### src/rtl/xc_aessub_pkg.sv
// Shared types, constants and GF(2^8) helpers for the AES SubBytes unit.
package xc_aessub_pkg;

  typedef enum logic [1:0] {
    ST_IDLE = 2'd0,
    ST_BUSY = 2'd1,
    ST_DONE = 2'd2
  } state_e;

  localparam logic [7:0] GF_POLY   = 8'h1b;
  localparam logic [7:0] AFF_C     = 8'h63;
  localparam logic [7:0] INV_AFF_C = 8'h05;

  // Multiply modulo x^8+x^4+x^3+x+1 (shift-and-add).
  function automatic logic [7:0] gf_mul(input logic [7:0] a, input logic [7:0] b);
    logic [7:0] p;
    logic [7:0] x;
    p = 8'h00;
    x = a;
    for (int i = 0; i < 8; i++) begin
      if (b[i]) p = p ^ x;
      x = {x[6:0], 1'b0} ^ (x[7] ? GF_POLY : 8'h00);
    end
    return p;
  endfunction

  function automatic logic [7:0] rotl8(input logic [7:0] a, input int unsigned n);
    return (a << n) | (a >> (8 - n));
  endfunction

endpackage

### src/rtl/xc_aessub_sbox.sv
// Combinational AES S-box (fwd_i=1) or inverse S-box (fwd_i=0), no lookup ROM.
// Inverse is computed as x^254, so 0 maps to 0 without a special case.
module xc_aessub_sbox
  import xc_aessub_pkg::*;
(
  input  logic [7:0] byte_i,
  input  logic       fwd_i,
  output logic [7:0] byte_o
);

  logic [7:0] pre, x2, x3, x6, x12, x14, x15, x30, x60, x120, x240, inv, aff;

  // Decrypt undoes the affine map before inverting; encrypt applies it after.
  assign pre = fwd_i ? byte_i
                     : (rotl8(byte_i, 1) ^ rotl8(byte_i, 3) ^ rotl8(byte_i, 6) ^ INV_AFF_C);

  assign x2   = gf_mul(pre, pre);
  assign x3   = gf_mul(x2, pre);
  assign x6   = gf_mul(x3, x3);
  assign x12  = gf_mul(x6, x6);
  assign x14  = gf_mul(x12, x2);
  assign x15  = gf_mul(x12, x3);
  assign x30  = gf_mul(x15, x15);
  assign x60  = gf_mul(x30, x30);
  assign x120 = gf_mul(x60, x60);
  assign x240 = gf_mul(x120, x120);
  assign inv  = gf_mul(x240, x14);

  assign aff = inv ^ rotl8(inv, 1) ^ rotl8(inv, 2) ^ rotl8(inv, 3) ^ rotl8(inv, 4) ^ AFF_C;

  assign byte_o = fwd_i ? aff : inv;

endmodule

### src/rtl/xc_aessub.sv
// Byte-serial AES SubBytes on {rs2[31:24],rs2[23:16],rs1[15:8],rs1[7:0]}; ready pulses 5 cycles after capture.
// Requester holds valid until ready; dropping valid while busy aborts the operation.
module xc_aessub
  import xc_aessub_pkg::*;
(
  input  logic        clock,
  input  logic        reset,
  input  logic        valid,
  input  logic [31:0] rs1,
  input  logic [31:0] rs2,
  input  logic [31:0] enc,
  output logic        ready,
  output logic [31:0] result
);

  state_e          state_q;
  logic [1:0]      idx_q;
  logic [1:0]      idx_d;
  logic [3:0][7:0] bytes_q;
  logic [3:0][7:0] result_q;
  logic            fwd_q;
  logic            ready_q;
  logic [7:0]      sub_d;
  logic            unused_ops;

  assign unused_ops = ^{rs1[31:16], rs2[15:0]};

  xc_aessub_sbox u_sbox (
    .byte_i (bytes_q[idx_q]),
    .fwd_i  (fwd_q),
    .byte_o (sub_d)
  );

  // Index saturates at 3 inside BUSY; only the IDLE capture resets it.
  assign idx_d = (idx_q == 2'd3) ? idx_q : idx_q + 2'd1;

  always_ff @(posedge clock or posedge reset) begin
    if (reset) begin
      state_q  <= ST_IDLE;
      idx_q    <= 2'd0;
      bytes_q  <= '0;
      result_q <= '0;
      fwd_q    <= 1'b0;
      ready_q  <= 1'b0;
    end else begin
      ready_q <= 1'b0;
      case (state_q)
        ST_IDLE: begin
          if (valid) begin
            bytes_q <= {rs2[31:24], rs2[23:16], rs1[15:8], rs1[7:0]};
            fwd_q   <= |enc;
            idx_q   <= 2'd0;
            state_q <= ST_BUSY;
          end
        end
        ST_BUSY: begin
          if (!valid) begin
            state_q <= ST_IDLE;
          end else begin
            result_q[idx_q] <= sub_d;
            idx_q           <= idx_d;
            if (idx_q == 2'd3) begin
              state_q <= ST_DONE;
              ready_q <= 1'b1;
            end
          end
        end
        ST_DONE: state_q <= ST_IDLE;
        default: state_q <= ST_IDLE;
      endcase
    end
  end

  assign ready  = ready_q;
  assign result = result_q;

endmodule
### config.mk
export PLATFORM = sky130hd
export DESIGN_NAME = xc_aessub
export DESIGN_NICKNAME = d
export VERILOG_FILES = /design/src/rtl/xc_aessub_pkg.sv /design/src/rtl/xc_aessub_sbox.sv /design/src/rtl/xc_aessub.sv
export SDC_FILE = /design/constraint.sdc
export NUM_CORES = 1
export LEC_CHECK = 0
export BUFFER_PORTS_ARGS = -buffer_cell sky130_fd_sc_hd__buf_2
export CAP_MARGIN = 30
export CORE_AREA = 3 3 171 173
export CTS_CLUSTER_DIAMETER = 120
export DETAILED_ROUTE_END_ITERATION = 16
export DIE_AREA = 0 0 174 176
export PLACE_DENSITY = 0.76
export RECOVER_POWER = 100
export SETUP_SLACK_MARGIN = 0.05
export SLEW_MARGIN = 20
export SYNTH_ARGS = -nofsm -noshare
export SYNTH_HDL_FRONTEND = slang
export SYNTH_HIERARCHICAL = 1
export SYNTH_SLANG_ARGS = --single-unit
### constraint.sdc
create_clock -name clock -period 30.2 [get_ports clock]
set_clock_uncertainty 0.1 [all_clocks]
set_input_delay 1.51 -clock clock [delete_from_list [all_inputs] [get_ports clock]]
set_output_delay 1.51 -clock clock [all_outputs]
set_load 0.005 [all_outputs]
Word-level counts from Yosys, hierarchy flattened. Index checks and enable logic that the tools add are counted. Widths: inputs -> output; s select.

Flip-flop bits (word level): 70. Bits in latches: 0. Bits in writable memories: 0. Bits in read-only memories: 0. Bits of input ports: 99. Output and inout port bits: 33. Logic and storage cells: 367. Memories: 0.

Add/sub/neg operators: 1. Multiply operators: 0. Divide/modulo/power cells: 0. $lt $le $gt $ge: 2. Eq/ne operators: 6. Shift operators: 0. Multiplexer cells: 176. Bitwise logic cells: 162. Reduce and logical (&&, ||, !) cells: 8.

Operator list (count): $xor 8x8->8 (153); $mux 8 (92); $mux 5 (70); $bwmux 32 (1); $reduce_or 32->1 (1); $bmux 8 s2 (1); $demux 8 s2 (1); $or 8x1->8 (2); $or 8x3->8 (2); $mux 2 (6); $or 8x2->8 (1); $or 8x4->8 (1); $or 8x6->8 (1); $pmux 2 s2 (2); $ne 2x2->1 const B (3); $reduce_and 2->1 (3); $not 4->4 (1); $reduce_and 4->1 (1); $lt 2x3->1 const B (1); $mux 1 (3); $ne 3x3->1 const B (1); $add 2x1->2 const B (1); $eq 2x1->1 const B (1); $eq 2x2->1 const B (1); 5 further kinds (5).

Logic depth before layout (Yosys ltp). Gate-level depths: netlist (run 1).

Depth after elaboration: 175. Mapped depth: 83. Gate-level depth less buffers: 69.

By module. Netlist (run 1), hierarchy kept.

By module, submodules not included: xc_aessub_sbox (instances 1, cells an instance 1634, area each 12333.1 µm², sequential area each 0.0 µm²); xc_aessub (instances 1, cells an instance 182, area each 2946.6 µm², sequential area each 1751.7 µm²).

Least setup slack after synthesis (run 1). No wires, ideal clock.

Kind: register to register. From: reg idx_q[0]. To: reg result_q, in the netlist result[0]. Library setup time: 125 ps. Arrival: 18732 ps. Data required time: 29975 ps. Path slack: 11243 ps. Stages on the path, launching flop included: 79. Path buffers: 13. Clock period less this slack: 18957 ps. Cell sequence: dfrtp_1 -> buf_2 -> mux4_2 -> xor3_1 -> mux2i_4 -> inv_2 -> buf_2 -> ha_1 -> clkbuf_1 -> xor2_1 -> o21bai_1 -> nand3_1 -> xnor2_1 -> a22oi_1 -> xnor3_1 -> nand2_1 -> xor2_1 -> xnor3_1 -> [43 not listed] -> xor2_1 -> xnor3_1 -> nor2_1 -> xor2_1 -> xnor2_1 -> xnor2_1 -> buf_4 -> a21oi_1 -> o211ai_1 -> o41ai_1 -> or4_1 -> xnor2_1 -> xnor3_1 -> xnor2_1 -> xor2_1 -> nand2_1 -> xnor2_1 -> mux2_2.

Word-level cells in the longest chain between the ends: 168. Elaborated cells on any way between the ends: 330. Those cells by class: order compare (2); mux (165); bitwise (162); reduce/logical (1).

RTL lines: start, declared (RTL line xc_aessub.sv:17) `logic [1:0] idx_q;`; start signal, assigned (RTL line xc_aessub.sv:61) `idx_q <= idx_d;`; $bmux 8 s2 * (RTL line xc_aessub.sv:29) `.byte_i (bytes_q[idx_q]),`; $mux 8 (implied by the code) * (RTL line xc_aessub.sv:29); $or 8x1->8 / $or 8x3->8 (equally long branches) (RTL line xc_aessub_pkg.sv:28) `return (a << n) | (a >> (8 - n));`; $xor 8x8->8 (2 in a row) (RTL line xc_aessub_sbox.sv:15) `: (rotl8(byte_i, 1) ^ rotl8(byte_i, 3) ^ rotl8(byte_i, 6) ^ INV_AFF_C);`; $not 2->2 (no line); $mux 8 * (RTL line xc_aessub_sbox.sv:14) `assign pre = fwd_i ? byte_i`; $mux 8 (RTL line xc_aessub_pkg.sv:21) `if (b[i]) p = p ^ x;`; $xor 8x8->8 (RTL line xc_aessub_pkg.sv:21); [149 not listed]; $mux 8 / $xor 8x8->8 (equally long branches) (RTL line xc_aessub_pkg.sv:21); $xor 8x8->8 / $mux 8 (equally long branches) (RTL line xc_aessub_pkg.sv:21); $mux 8 * (RTL line xc_aessub_pkg.sv:21); $xor 8x8->8 (4 in a row) (RTL line xc_aessub_sbox.sv:29) `assign aff = inv ^ rotl8(inv, 1) ^ rotl8(inv, 2) ^ rotl8(inv, 3) ^ rotl8(inv, 4) ^ AFF_C;`; $not 4->4 (no line); $mux 8 * (RTL line xc_aessub_sbox.sv:31) `assign byte_o = fwd_i ? aff : inv;`; via sub_d[0] (RTL line xc_aessub.sv:23) `logic [7:0] sub_d;`; $bwmux 32 * (RTL line xc_aessub.sv:60) `result_q[idx_q] <= sub_d;`; end signal, assigned by index (RTL line xc_aessub.sv:60); end, declared (RTL line xc_aessub.sv:20) `logic [3:0][7:0] result_q;`.

Mark *: on every way through the listed nets, which the timed path passes. The rest lies on a longest branch. The select of a mux whose other input is x is not followed. A chain may end at the register's enable or synchronous reset.

Worst setup path in the final report (run 1).
From: reg idx_q[0]. To: reg result_q, in the netlist result[24].

Same word-level chain as after synthesis.

==> key figures, run 1 <==
Floorplan
  – Core ar.: ~28,000 um^2
  – FP Rows: 61
  – Die height: between 150 and 200 um
  – Die area: 30,600 um^2
  – Initial core utilization: 55.0%
  – Die width: around 170 um
  – Boundary pin count: 132

Clock network
  – Hold buffers post-CTS: 0
  – TritonCTS clock tree: done
  – Clock latency on the worst-skew pair: 320 ps
  – Clk buf depth: 2
  – H-tree levels: 3
  – # Post-CTS Setup Buffers: 0
  – Root buf cell: clkbuf_16
  – Clock net sink count: 70
  – Num CTS Buffers: 9
  – Clock-pin slew on the worst setup and hold paths: about 50 ps
  – Post-CTS Resized: 0

Layout
  – Area grow syn2layout: 6.31%
  – Share of cells above drive strength 1: ~15%
  – Antenna diode count: 0
  – Nets@finish: just under 2,000

Setup path
  – Worst path slowest cell: xor2_1
  – Worst-path fanout max: 28
  – Worst R2R Path Depth: between 60 and 70
  – CP arrival: 25,200 ps
  – Required time worst endpoint: 30,300 ps
  – Worst setup path endpoint: result[24]
  – R2R Path Start: idx_q[0]
  – Max stage delay on crit path: 1950 ps
  – Setup crit start: idx_q[0]
  – R2R Setup Slk: between 5000 and 6000 ps
  – CP most frequent cell: xnor2_1
  – Crit Path Class: flop to flop
  – Worst Setup Start Kind: flop
  – R2R Path End: result[24]
  – Crit. End Element: flop

Detailed routing
  – Starting DRC count in detailed routing: roughly 1,400
  – Total wire length: just under 40 mm
  – Drt first pass iters: 6
  – Vias per inst: between 6 and 7
  – Vias: between 10,000 and 15,000
  – Drt wl/cell: 17.8 um
  – DRC viols: 0
  – Antenna-violating nets left: 0

Global routing
  – Vias in the first global route: approximately 13,000
  – First-pass GRT wire length: between 60 and 70 mm
  – GRT Total Usage: 25.3%
  – Initial antenna violation count: 0
  – Global route overflow: 0
  – Largest net degree at the start of global routing: 71

Place
  – Port Buffer Count: 99
  – Dpl hpwl: approximately 29 mm
  – Routability Congestion: about 0.9

Logic synthesis
  – Post-Syn Area: between 15,000 and 20,000 um^2
  – Yosys reg bits: 70
  – Top FF cell, synth: dfrtp_1
  – Sequential-to-total area share from yosys stat: 11.5%
  – Post-synth EDFFs: 0
  – Syn Inst Count: 1,816
  – Synth area leader: xnor2_1
  – FFs w/ async S/R, synth: 100%
  – Syn Nets: approximately 1,900
  – Netlist cell types: 107
  – Yosys top cell area share: 15.9%
  – Synth Area per Inst: roughly 8.4 um^2
  – Largest cells by area after synthesis: xnor2_1, dfrtp_1, xnor3_1
  – Ys Warns: 6

Timing
  – Final TNS setup: 0 ps
  – Final hold vios: 0
  – Pins over their slew limit: roughly 140
  – Setup violators final: 0
  – Fmax: 39.8 MHz
  – Max_slew headroom: -137%
  – Worst-margin pin slew: about 3600 ps
  – Period utilization: 83.1%
  – Period minus WS final: about 25,000 ps
  – RSZ-0062 raised after global routing: false

Hold path
  – Worst Hold Path Cells: 1
  – Hold Path Class: flop to flop
  – HP Start: bytes_q[0]

Flow run
  – Maxcap violations: 3

Run status
  – Status: finished with violations
  – Violated checks: capacitance limit, slew limit
## worst min path at each step
| stage | end | slack, ps |
|---|---|---|
| 3_3_place_gp | result[12] | 380 |
| 2_1_floorplan | bytes_q[16] | 380 |
| 5_1_grt | result[11] | 430 |
| 6_report | bytes_q[0] | 400 |
| 4_1_cts | result[11] | 410 |
| 3_5_place_dp | bytes_q[18] | 390 |
## state kept, by name, summed over array words and instances, names as in the netlist
| signal | count |
|---|---|
| idx_q | 2 |
| result | 32 |
| ready | 1 |
| fwd_q | 1 |
| bytes_q | 32 |
| state_q | 2 |
## cells in the mapped netlist, drive strengths merged, types with 22 or more instances
cell      n
a21oi    76
buf      63
clkbuf   58
dfrtp    70
inv      41
mux2     76
mux2i    40
nand2   160
nand3    45
nor2    216
nor3     50
o21ai    89
or3      22
xnor2   304
xnor3    79
xor2     92
## cell type report
class                           count  area [um^2]
Multi-Input combinational cell   1583        12700
Fill cell                        2479        11500
Sequential cell                    70         1750
Timing Repair Buffer              144          803
Tap cell                          378          473
Clock buffer                       13          270
Inverter                           42          158
Clock inverter                      3         65.1
## worst max-delay path: cells and delay by family (launching register included)
family / cells / cell delay [ps]
AOI/OAI and AO/OA: 6 / 1800
xor gates and xnor gates: 31 / 13140
adders and majority gates: 7 / 3260
buffers and inverters: 8 / 2120
DFF: 1 / 720
muxes: 6 / 2340
and+or+nand+nor: 8 / 1390
## through the flow
stage               area, um^2  hold slack, ps  util (%)  cells  setup slack, ps
floorplan                15300             375         -   1816            11240
global placement         15900             384      57.3   2204             7860
detailed placement       16000             391      57.4   2211             7540
CTS                      16300             407      58.6   2227             7480
global route             16200             426      58.5   2233             3350
finish                   16200             404      58.5   2233             5100
## kinds of logic after synthesis
group / after synthesis / share of synthesized area (%)
buffers and inverters: 163 / 4.93
DFF: 70 / 11.5
muxes: 124 / 9.53
adders and majority gates: 11 / 0.901
AOI/OAI and AO/OA: 349 / 15.8
xor gates and xnor gates: 490 / 38.8
and+or+nand+nor: 609 / 18.6
## cells in the final DEF, fill, tap and decap left out, types with 14 or more instances in the layout
master | Yosys | layout
o21ai_0 | 70 | 70
nor2_1 | 212 | 212
o22ai_1 | 17 | 17
a211oi_1 | 18 | 18
a22oi_1 | 14 | 14
nand3_1 | 45 | 45
a21oi_1 | 75 | 75
or3_1 | 21 | 21
xnor2_2 | 25 | 23
xor2_1 | 84 | 86
nor3_1 | 49 | 49
and2_1 | 15 | 14
nand2_1 | 156 | 156
dfrtp_1 | 70 | 70
o211ai_1 | 15 | 15
clkbuf_1 | 58 | 25
inv_1 | 36 | 37
and3_1 | 16 | 16
xor3_1 | 14 | 14
buf_4 | 18 | 34
buf_2 | 35 | 81
mux2i_1 | 38 | 38
mux2_2 | 74 | 72
xnor2_1 | 277 | 279
nor4_1 | 17 | 17
xnor3_1 | 77 | 77
o21ai_1 | 18 | 18
## layer usage
metal | vias up | track usage (%) | part of all wire [%]
li1 | 6463 | - | -
met1 | 6506 | 33.2 | 42
met2 | 621 | 43.3 | 47
met3 | 105 | 2.60 | 7.4
met4 | 0 | 9.08 | 2.6
met5 | - | 0 | 0
Power of run 1 is not shown: default switching activity piles up to over one toggle a cycle in this logic, so the estimate is an artifact.
==> inputs of run 2 (changes only) <==
--- a/config.mk
+++ b/config.mk
@@ -5,13 +5,14 @@
 export SDC_FILE = /design/constraint.sdc
 export NUM_CORES = 1
 export LEC_CHECK = 0
+export ABC_AREA = 1
 export BUFFER_PORTS_ARGS = -buffer_cell sky130_fd_sc_hd__buf_2
 export CAP_MARGIN = 30
-export CORE_AREA = 3 3 171 173
+export CORE_AREA = 3 3 196 198
 export CTS_CLUSTER_DIAMETER = 120
 export DETAILED_ROUTE_END_ITERATION = 16
-export DIE_AREA = 0 0 174 176
-export PLACE_DENSITY = 0.76
+export DIE_AREA = 0 0 199 201
+export PLACE_DENSITY = 0.75
 export RECOVER_POWER = 100
 export SETUP_SLACK_MARGIN = 0.05
 export SLEW_MARGIN = 20
==> constraint.sdc (replaced) <==
create_clock -name clock -period 24.9 [get_ports clock]
set_clock_uncertainty 0.1 [all_clocks]
set_input_delay 1.245 -clock clock [delete_from_list [all_inputs] [get_ports clock]]
set_output_delay 1.245 -clock clock [all_outputs]
set_load 0.005 [all_outputs]
==> run 2 against run 1 <==
The flow still finishes with violations (capacitance limit, slew limit); worst hold slack lost 33 ps; via count increased by 72%; sequential share of layout area is 2.4 points lower; maximum frequency is 20% higher; worst setup slack worse by 1100 ps; clock-buffer cell count is 3 lower; global-route usage up 1.8 points.
==> key figures, run 2 <==
Setup path
  – R2R Setup Slk: 4000 ps (-1110 ps)
  – Crit. End Element: flop
  – Crit Path Class: flop to flop
  – Worst-path fanout max: 20 (-29%)
  – Max stage delay on crit path: 880 ps (-1070 ps)
  – Setup crit start: idx_q[0]
  – Required time worst endpoint: 25,040 ps (-5260 ps)
  – CP most frequent cell: nand2_1
  – Worst path slowest cell: xor2_1
  – CP arrival: 21,040 ps (-4160 ps)
  – Worst Setup Start Kind: flop
  – R2R Path Start: idx_q[0]

Layout
  – Share of cells above drive strength 1: 13.7% (-1.7 points)
  – Antenna diode count: 0 (unchanged)
  – Area of the multi-input gates: 15,800 um^2 (+24%)
  – Commonest non-fill, non-tap cell in the layout: nand2_1
  – Final Instance Area: 20,900 um^2 (+29%)
  – Area occupied by registers: 1750 um^2 (unchanged)
  – Area grow syn2layout: 3.22%
  – Fill cell count: 3,909 (+58%)
  – Most frequent cells in the layout: nand2_1, nand3_1, inv_1, nor2_1, nand2_2
  – Nets@finish: 4,083 (+110%)
  – Non-filler cells, final: 4,446 (+99%)

Clock network
  – Hold buffers post-CTS: 0 (unchanged)
  – Root buf cell: clkbuf_16
  – H-tree levels: 3 (unchanged)
  – Num CTS Buffers: 9 (unchanged)
  – Post-CTS Resized: 0 (unchanged)
  – Clk buf depth: 2 (unchanged)
  – # Post-CTS Setup Buffers: 0 (unchanged)
  – Clock net sink count: 70 (unchanged)
  – Clock latency on the worst-skew pair: 330 ps (about the same)
  – TritonCTS clock tree: done
  – Clock-pin slew on the worst setup and hold paths: 60 ps (about the same)

Place
  – Post-Place Cells: 4,430 (+100%)
  – Routability Congestion: 0.937 (+3.7%)
  – Placed inst area: 20,700 um^2 (+30%)
  – Dpl hpwl: 43.2 mm (+51%)
  – Port Buffer Count: 99 (unchanged)

Hold path
  – Hold Path Class: flop to flop
  – HP Start: bytes_q[20]

Floorplan
  – Die height: 201 um (+14%)
  – Die area: 40,000 um^2 (+31%)
  – Die width: 199 um (+14%)
  – Initial core utilization: 55.2% (+0.24 points)
  – FP Rows: 70 (+15%)
  – Boundary pin count: 132 (unchanged)
  – Core ar.: 36,700 um^2 (+32%)

Global routing
  – Largest net degree at the start of global routing: 71 (unchanged)
  – First-pass GRT wire length: 94.2 mm (+43%)
  – GRT Total Usage: 27.1% (+1.8 points)
  – Global route overflow: 0 (unchanged)
  – Initial antenna violation count: 0 (unchanged)
  – Vias in the first global route: 20,182 (+51%)

Logic synthesis
  – Most frequent cell after synthesis: nand2_1
  – Synth Area in Simple Gates: 67.3% (+49 points)
  – Top FF cell, synth: dfrtp_1
  – Post-Syn Area: 20,300 um^2 (+33%)
  – Syn Inst Count: 3,942 (+120%)
  – Syn Nets: 4,052 (+110%)
  – Top cells by count, synth: nand2_1, nand3_1, inv_1, nor2_1, nand2_2
  – Largest cells by area after synthesis: nand2_1, nand3_1, dfrtp_1
  – Post-synthesis compound-gate area fraction: 3.73% (-12 points)
  – Yosys reg bits: 70 (unchanged)
  – Netlist cell types: 46 (-57%)
  – Post-synthesis adder-cell area fraction: 0.679% (-0.22 points)
  – Yosys top cell area share: 32.7% (+17 points)
  – Post-synth EDFFs: 0 (unchanged)
  – Synth area leader: nand2_1
  – Largest family of logic cells by synthesized area: simple AND/OR/NAND/NOR gates
  – FFs w/ async S/R, synth: 100% (unchanged)
  – Synth Area per Inst: 5.14 um^2 (-39%)
  – Xor/xnor share of the synthesized area: 6.47% (-32 points)
  – Post-synthesis mux area share: 0% (-9.5 points)
  – Ys Warns: 6 (unchanged)
  – Sequential-to-total area share from yosys stat: 8.64% (-2.8 points)

Detailed routing
  – Vias per inst: 5.31 (-13%)
  – DRC viols: 0 (unchanged)
  – Starting DRC count in detailed routing: 2,059 (+44%)
  – Highest metal used: met4
  – Drt first pass iters: 8 (+2)
  – Drt wl/cell: 12.6 um (-29%)
  – Antenna-violating nets left: 0 (unchanged)
  – Met1 Routed Length: 25.2 mm (+50%)
  – Total wire length: 56.0 mm (+41%)
  – DR WL met2: 25.8 mm (+37%)
  – Vias: 23,609 (+72%)
  – Met3 Wirelength: 3.86 mm (+31%)

Timing
  – Setup violators final: 0 (unchanged)
  – Period minus WS final: 20,900 ps (-4190 ps)
  – Max_slew headroom: -140% (-3.4 points)
  – Fmax: 47.8 MHz (+20%)
  – Final TNS setup: 0 ps (unchanged)
  – Pins over their slew limit: 71 (-47%)
  – Period utilization: 83.9% (+0.85 points)
  – Worst-margin pin slew: 3600 ps (+50.5 ps)
  – RSZ-0062 raised after global routing: false
  – Final hold slack: 370 ps (-33.4 ps)
  – Final hold vios: 0 (unchanged)

Run status
  – Status: finished with violations
  – Violated checks: capacitance limit, slew limit

Flow run
  – Maxcap violations: 1 (-2)
## run 2: changes by cell type in the layout (fill, tap and decap cells not counted), sizes merged, moves of 38 or more
cell   previous run  this run
nand2           160      2016
nand3            45       669
inv              41       506
xnor2           304        41
xnor3            79         0
mux2             76         0
nor3             50         0
a21oi            76        32
mux2i            40         0
buf             119        81
## run 2: layout make-up
type                            instances  share of cell area, %
Sequential cell                        70                   8.37
Multi-Input combinational cell       3268                   75.4
Timing Repair Buffer                  105                   2.42
Tap cell                              468                   2.80
Clock buffer                           10                   1.14
Clock inverter                          6                  0.329
Inverter                              519                   9.51
## run 2: layer usage
metal | GRT usage [%] | up-vias
met4 | 6.00 | 0
met2 | 45.8 | 740
li1 | - | 12364
met1 | 37.9 | 10409
met5 | 0 | -
met3 | 1.63 | 96
## run 2: stage by stage
step | utilization [%] | worst slack (ps)
final | 57.0 | 4000
after global routing | 57.0 | 1920
after CTS | 57.3 | 5980
after detailed placement | 56.5 | 6020
after global placement | 56.5 | 6130
after floorplan | - | 9800
## run 2: worst max-delay path: cells and delay by family, from the launching register on
kind / cells / cell delay, ps
xor gates and xnor gates: 4 / 1550
DFF: 1 / 710
buffers and inverters: 20 / 2970
and+or+nand+nor: 97 / 12560
adders and majority gates: 5 / 1920
AOI/OAI and AO/OA: 4 / 950
## run 2: kinds of logic after synthesis
group / after synthesis
simple gates: 2979
buf+inv: 604
compound gates: 139
xor+xnor: 139
flops: 70
fa+ha+maj: 11
## run 2: final timing paths
check                         endpoint  cells past startpoint
setup reg to reg            result[22]                    130
min in group asynchronous   result[28]                      3
hold / removal             bytes_q[20]                      2
hold reg to reg            bytes_q[20]                      2
setup / recovery            result[22]                    130
max in group asynchronous    result[5]                      3
Power of run 2 is left out for the same reason.
